**src/rtl/store_buffer.sv**
```systemverilog
// Write-back store buffer: a circular FIFO of pending stores that drains to data
// memory in acceptance order and forwards the youngest matching store to loads.
module store_buffer #(
  parameter int DEPTH = 4
) (
  input  logic        clk,
  input  logic        reset,
  input  logic        cpu_we,
  input  logic [31:0] cpu_addr,
  input  logic [31:0] cpu_wdata,
  output logic        cpu_stall,
  input  logic [31:0] ld_addr,
  output logic        fwd_hit,
  output logic [31:0] fwd_data,
  output logic        mem_we,
  output logic [31:0] mem_addr,
  output logic [31:0] mem_wdata,
  input  logic        mem_ready,
  output logic        empty
);

  localparam int PTR_W = (DEPTH > 1) ? $clog2(DEPTH) : 1;
  localparam int CNT_W = PTR_W + 1;

  logic [DEPTH-1:0]  valid;
  logic [29:0]       addr_q [DEPTH];
  logic [31:0]       data_q [DEPTH];
  logic [PTR_W-1:0]  head;
  logic [PTR_W-1:0]  tail;
  logic [CNT_W-1:0]  count;

  logic full;
  logic enq;
  logic deq;

  // Byte-offset bits are architecturally ignored for word stores and loads.
  logic unused_addr_bits;
  assign unused_addr_bits = ^{cpu_addr[1:0], ld_addr[1:0]};

  assign full  = (count == CNT_W'(DEPTH));
  assign empty = (count == '0);

  // No full-bypass: a drain completing this cycle does not free a slot for a
  // store presented in the same cycle.
  assign cpu_stall = cpu_we & full;
  assign enq       = cpu_we & ~full;

  assign mem_we    = ~empty;
  assign deq       = mem_we & mem_ready;

  // Gated with empty so stale entry contents never leak onto the memory bus.
  assign mem_addr  = empty ? '0 : {addr_q[head], 2'b00};
  assign mem_wdata = empty ? '0 : data_q[head];

  // Control state: pointers, occupancy and valid bits.
  // NOTE: sequential state uses non-blocking (<=) so every register samples
  // pre-edge values regardless of statement order.
  always_ff @(posedge clk or posedge reset) begin
    if (reset) begin
      head  <= '0;
      tail  <= '0;
      count <= '0;
      valid <= '0;
    end else begin
      if (enq) begin
        valid[tail] <= 1'b1;
        tail        <= tail + PTR_W'(1);
      end
      if (deq) begin
        valid[head] <= 1'b0;
        head        <= head + PTR_W'(1);
      end
      unique case ({enq, deq})
        2'b10:   count <= count + CNT_W'(1);
        2'b01:   count <= count - CNT_W'(1);
        default: count <= count;
      endcase
    end
  end

  // NOTE: the payload array is deliberately not reset; valid bits and count
  // alone decide what is live, so clearing wide storage buys nothing.
  always_ff @(posedge clk) begin
    if (enq) begin
      addr_q[tail] <= cpu_addr[31:2];
      data_q[tail] <= cpu_wdata;
    end
  end

  // Scan oldest to youngest from head so the last hit is the youngest store,
  // independent of where the pointers currently sit in the ring.
  // NOTE: every output of this always_comb gets a default first so no latch
  // is inferred when nothing matches.
  always_comb begin
    logic [PTR_W-1:0] idx;
    fwd_hit  = 1'b0;
    fwd_data = '0;
    idx      = '0;
    for (int i = 0; i < DEPTH; i++) begin
      idx = head + PTR_W'(i);
      if (valid[idx] && (addr_q[idx] == ld_addr[31:2])) begin
        fwd_hit  = 1'b1;
        fwd_data = data_q[idx];
      end
    end
  end

endmodule

```
**config.mk**
```make
export PLATFORM = sky130hd
export DESIGN_NAME = store_buffer
export DESIGN_NICKNAME = d
export VERILOG_FILES = /design/src/rtl/store_buffer.sv
export SDC_FILE = /design/constraint.sdc
export NUM_CORES = 1
export LEC_CHECK = 0
export BUFFER_PORTS_ARGS = -buffer_cell sky130_fd_sc_hd__buf_4
export CAP_MARGIN = 20
export CORE_UTILIZATION = 55
export CTS_CLUSTER_DIAMETER = 120
export CTS_CLUSTER_SIZE = 30
export DETAILED_ROUTE_END_ITERATION = 8
export GPL_TIMING_DRIVEN = 0
export HOLD_SLACK_MARGIN = 0.1
export PLACE_DENSITY = 0.76
export RECOVER_POWER = 25
export SETUP_SLACK_MARGIN = 0.3
export SLEW_MARGIN = 25
export SYNTH_ARGS = -nofsm -noshare
export SYNTH_HDL_FRONTEND = slang
export SYNTH_SLANG_ARGS = --single-unit
```
**constraint.sdc**
```tcl
create_clock -name clk -period 6.55 [get_ports clk]
set_input_delay 0.3275 -clock clk [delete_from_list [all_inputs] [get_ports clk]]
set_output_delay 0.3275 -clock clk [all_outputs]
set_load 0.005 [all_outputs]
```
Word-level counts from Yosys, hierarchy flattened:

Memories as Yosys holds them, arrays and structs flattened.
Cells that the tools add are included.

* register bits: 11
* output and inout port bits: 100
* memories: 2
* word-level logic and storage cells: 69
* memory bits (writable): 248
* bits of input ports: 100

* bitwise logic cells: 8
* equality and inequality tests: 7
* muxes and demuxes: 27
* reduce and logical (&&, ||, !) cells: 8
* $lt $le $gt $ge: 7
* $add $sub $neg: 6

Memory list
* data_q: depth 4, bits a word 32, read ports 4, clocked after Yosys merged registers in 0, write ports 1, RTL line 27 `logic [31:0] data_q [DEPTH];`
* addr_q: depth 4, bits a word 30, read ports 4, clocked after Yosys merged registers in 0, write ports 1, RTL line 26 `logic [29:0] addr_q [DEPTH];`

Operator list (number)
* $mux 32: 6
* $eq 30x30->1: 4
* $lt 2x3->1 const B: 5
* $mux 1: 12
* $bmux 1 s2: 4
* $mux 4: 2
* $logic_and 1x1->1: 6
* $pmux 3 s2: 1
* $add 2x1->2 const B: 2
* $add 2x2->2 const B: 2
* $and 4x4->4: 1
* $demux 1 s2: 2
* $ge 2x1->1 const B: 2
* $not 4->4: 1
* $or 4x4->4: 1
* $add 3x1->3 const B: 1
* $and 1x1->1: 3
* $eq 3x3->1 const B: 1
* $logic_not 3->1: 1
* $sub 3x1->3 const B: 1
* $eq 2x1->1 const B: 1
* $eq 2x2->1 const B: 1
* $not 1->1: 2
* $reduce_bool 2->1: 1

Depth between registers and ports, before layout:

* word-level depth: 8
* depth in mapped cells: 21
* gate-level depth less buffers: 10

Least setup slack after synthesis:

Ideal clock, no wire load.

* kind: reg2out
* start point: register head[1]
* end point: output port fwd_data[17]
* cell stages (with the launch flop): 17
* buffers on the path: 11
* arrival: 4.456 ns
* setup slack: 1.767 ns
* data required time: 6.222 ns
* path through: dfrtp_1 -> buf_4 -> buf_2 -> buf_2 -> buf_1 -> clkbuf_1 -> inv_1 -> ha_1 -> buf_6 -> buf_8 -> buf_4 -> buf_2 -> buf_2 -> clkbuf_1 -> mux4_2 -> mux2_1 -> a2bb2oi_1

* word-level cells in the longest chain between the ends: 7
* elaborated cells between the ends (all ways): 25
* classes of those cells: 3 x add/sub; 4 x eq/ne; 12 x mux; 4 x reduce/logical; 2 x memory

RTL lines
* start: declaration: RTL line 28 `logic [PTR_W-1:0] head;`
* start signal: assignment: RTL line 71 `head <= head + PTR_W'(1);`
* $add 2x1->2 (tied with other cells): RTL line 100 `idx = head + PTR_W'(i);`
* $mem_v2 4x30 (tied with other cells)
* $eq 30x30->1 (tied with other cells): RTL line 101 `if (valid[idx] && (addr_q[idx] == ld_addr[31:2])) begin`
* $logic_and 1x1->1 / $mux 32 (equally long branches): RTL line 101
* $mux 32 (2 in series): RTL line 101
* $mux 32 *: RTL line 101
* end: declaration: RTL line 14 `output logic [31:0] fwd_data,`

Mark *: on every way between the ends. The rest lies on a longest branch, timed or not. The select of a mux whose other input is x is not followed.

Worst setup path in the final report:

* start point: register head[1]
* end point: output port fwd_data[27]

The elaborated chain is that of the path after synthesis.

==> results.sh <==
export IMPL_io_pins=200
export IMPL_skew_ns=0.00882
export IMPL_powerDensity_mw_per_mm2=493
export IMPL_async_flop_share_pct=4.25
export IMPL_max_vdd_ir_drop_mv=0.488
export IMPL_final_fill_count=2304
export IMPL_die_w_um=182
export IMPL_worstPathMaxFanout=10
export IMPL_drt_iter0_drc=1806
export IMPL_netlist_cell_type_count=63
export IMPL_grt_pass1_vias=12859
export IMPL_outcome="complete, no violations"
export IMPL_leakage_nw=7.25
export IMPL_cts_root_buf="clkbuf_16"
export IMPL_arrival_ns=5.82
export IMPL_start_util_pct=56.2
export IMPL_dr_pass1_iters=7
export IMPL_cts_tree="yes"
export IMPL_cts_sinks=259
export IMPL_synth_seq_cells=259
export IMPL_worstPathRequired_ns=6.22
export IMPL_fin_crit_sh_pct=93.9
export IMPL_grt_pass1_wl_um=84400
export IMPL_slew_headroom_pct=40.9
export IMPL_synth_edff_count=248
export IMPL_clock_path_buffers=3
export IMPL_ant_nets=0
export IMPL_multi_input_area_mm2=0.00946
export IMPL_dpl_instance_area_mm2=0.0198
export IMPL_cap_violations=0
export IMPL_global_route_usage_total_pct=34.7
export IMPL_postLayoutCellArea_mm2=0.0208
export IMPL_cpPeakStageDelay_ns=0.53
export IMPL_reg2reg_to="head[1]$_DFFE_PP0P_"
export IMPL_start_kind="flop"
export IMPL_vias_per_cell=6.97
export IMPL_crit_slowest_cell="or4_4"
export IMPL_avgSynthCellArea_um2=14.6
export IMPL_crit_chain="buf_4 -> buf_6 -> buf_6 -> buf_6 -> buf_4 -> inv_1 -> ha_1 -> buf_6 -> buf_4 -> buf_4 -> mux2i_1 -> nand2_1 -> a32oi_2 -> nand4_1 -> or4_4 -> clkbuf_1 -> a21boi_0 -> a21oi_1 -> buf_4"
export IMPL_fin_nets=1591
export IMPL_r2r_start="head[1]$_DFFE_PP0P_"
export IMPL_antenna_found_initial=0
export IMPL_critPathCapture="fwd_data[27]"
export IMPL_yosys_warnings=0
export IMPL_synth_area_top_cells="edfxtp_1, mux4_2, mux2i_1"
export IMPL_setup_viol=0
export IMPL_wl_um=57300
export IMPL_wl_per_cell_um=29.8
export IMPL_dpl_worst_slack_ns=-0.616
export IMPL_final_seq_area_mm2=0.00772
export IMPL_rows=65
export IMPL_r2r_cells=16
export IMPL_grt_max_degree=37
export IMPL_criticalPathCategory="flop to output pin"
export IMPL_clk_latency_ns=0.50
export IMPL_critPathLaunch="head[1]$_DFFE_PP0P_"
export IMPL_yosys_cell_count_top_type="edfxtp_1"
export IMPL_worstHoldPathType="input pin to flop"
export IMPL_fp_dieH_um=182
export IMPL_finalHoldViolCount=0
export IMPL_synth_area_mm2=0.0179
export IMPL_fmax_mhz=163
export IMPL_io_buffers=174
export IMPL_yosys_top_cells_count="edfxtp_1, mux4_2, mux2i_1"
export IMPL_clkTransAtPathRegs_ns=0.11
export IMPL_place_congestion=1.01
export IMPL_syn_to_final_growth_pct=16.5
export IMPL_yosysSeqAreaShare_pct=43.2
export IMPL_hpwlAfterDp_um=41600
export IMPL_core_area_mm2=0.0318
export IMPL_dr_total_vias=13404
export IMPL_reg2reg_slack_ns=2.00
export IMPL_critPathMostFrequentCell="buf_4"
export IMPL_synth_main_ff_cell="edfxtp_1"
export IMPL_fin_crit_ns=6.15
export IMPL_htree_num_levels=1
export IMPL_layout_setup_ws_ns=0.401
export IMPL_drive_above_1_share_pct=34.0
export IMPL_synth_top_cell_by_area="edfxtp_1"
export IMPL_cts_made_buffers=12
export IMPL_maxSlewViolCount=0
export IMPL_worstMarginPinSlew_ns=0.886
export IMPL_cp_end_kind="output pin"
export IMPL_grt_overflow=0
export IMPL_yosys_area_top_type_share_pct=41.7
export IMPL_drc=0
export IMPL_synth_cells=1224
export IMPL_rsz0062_at_grt="no"
export IMPL_die_area_mm2=0.0332
==> logic make-up (layout without fill, tap and decap cells) <==
logic type	count (synthesis)	count (layout)	synth area share (%)
mux	350	350	34.3
flops	259	259	43.2
compound gates	152	152	6.33
other cells	1	3	0.0210
xor+xnor	99	99	4.85
simple gates	214	214	6.25
buf+inv	139	401	4.28
fa+ha+maj	10	10	0.742
==> cells in the final DEF (no fill, tap or decap), types with 21 or more instances in the layout <==
master         netlist  final
inv_1               24     24
buf_4               16    152
mux2i_1            107    105
dlygate4sd3_1        0     63
nor2_1              43     43
a21boi_1            21     21
nand3_1             30     30
mux2_2              32     32
a21oi_1             23     23
xor2_1              28     28
nand2_1             38     38
xnor2_1             71     70
mux4_2             205    205
edfxtp_1           248    248
buf_2               39     36
clkbuf_1            30     72
and2_1              58     54
==> worst min-delay path by stage <==
stage / startpoint / end / slack [ns] / cells after the start
2_1_floorplan: reset / count[0]$_DFFE_PP0P_ / 0.18 / 1
3_3_place_gp: reset / count[2]$_DFFE_PP0P_ / 0.35 / 2
3_5_place_dp: reset / count[2]$_DFFE_PP0P_ / 0.36 / 2
4_1_cts: cpu_we / tail[0]$_DFFE_PP0P_ / 0.31 / 3
5_1_grt: cpu_we / tail[0]$_DFFE_PP0P_ / 0.34 / 3
6_report: cpu_we / tail[0]$_DFFE_PP0P_ / 0.33 / 3
==> flip-flops by register name (all words and copies together), names as in the netlist <==
signal and flops:
data_q 128, count 3, valid 4, head 2, addr_q 120, tail 2
==> worst max-delay path: cells and delay by family (launching register included) <==
family,cells,cell delay [ns]
buf+inv,11,2.47
flops,1,0.39
mux,1,0.35
fa+ha+maj,1,0.30
compound gates,3,0.82
simple gates,3,0.96
==> per-stage QoR <==
stage	power (mW)	instances	utilization, %	setup TNS, ns	hold WS, ns
floorplan	6.95	1225	-	0	0.180
global placement	9.04	1834	62.0	-16.95	0.355
detailed placement	9.11	1838	62.4	-18.95	0.364
CTS	10.1	1921	65.8	0	0.307
global route	10.6	1922	65.5	0	0.344
finish	10.3	1923	65.5	0	0.329
==> power by group <==
group	total [mW]	leakage, nW	switching, mW	internal [mW]
Clock	0.938	0.184	0.524	0.414
Combinational	6.85	4.67	3.54	3.31
Sequential	2.48	2.40	0.279	2.20
==> final cells by class <==
type / instances / share of cell area, %
Multi-Input combinational cell: 827 / 45.4
Sequential cell: 259 / 37.1
Timing Repair Buffer: 242 / 9.18
Buffer: 113 / 3.35
Tap cell: 435 / 2.61
Clock buffer: 18 / 1.65
Inverter: 26 / 0.481
Clock inverter: 2 / 0.186
Antenna cell: 1 / 0.0120
==> metal layers <==
| layer | vias to the layer above | share of wire [%] | global-route usage, % |
|---|---|---|---|
| met5 | - | 0 | 0 |
| met4 | 0 | 2.5 | 8.37 |
| met3 | 87 | 11 | 5.85 |
| met2 | 971 | 46 | 52.5 |
| met1 | 6907 | 41 | 52.8 |
| li1 | 5439 | - | - |
==> repair_timing <==
| action | CTS | global route |
|---|---|---|
| setup endpoints to repair | 33 | 32 |
| hold buffers | 63 | 0 |
| gates resized for setup | 14 | 13 |
| endpoints found under the hold margin | 259 | 0 |
| buffers inserted | 0 | 0 |
| pin swaps | 0 | 2 |
Note: power is estimated with default switching activity, not from simulation.
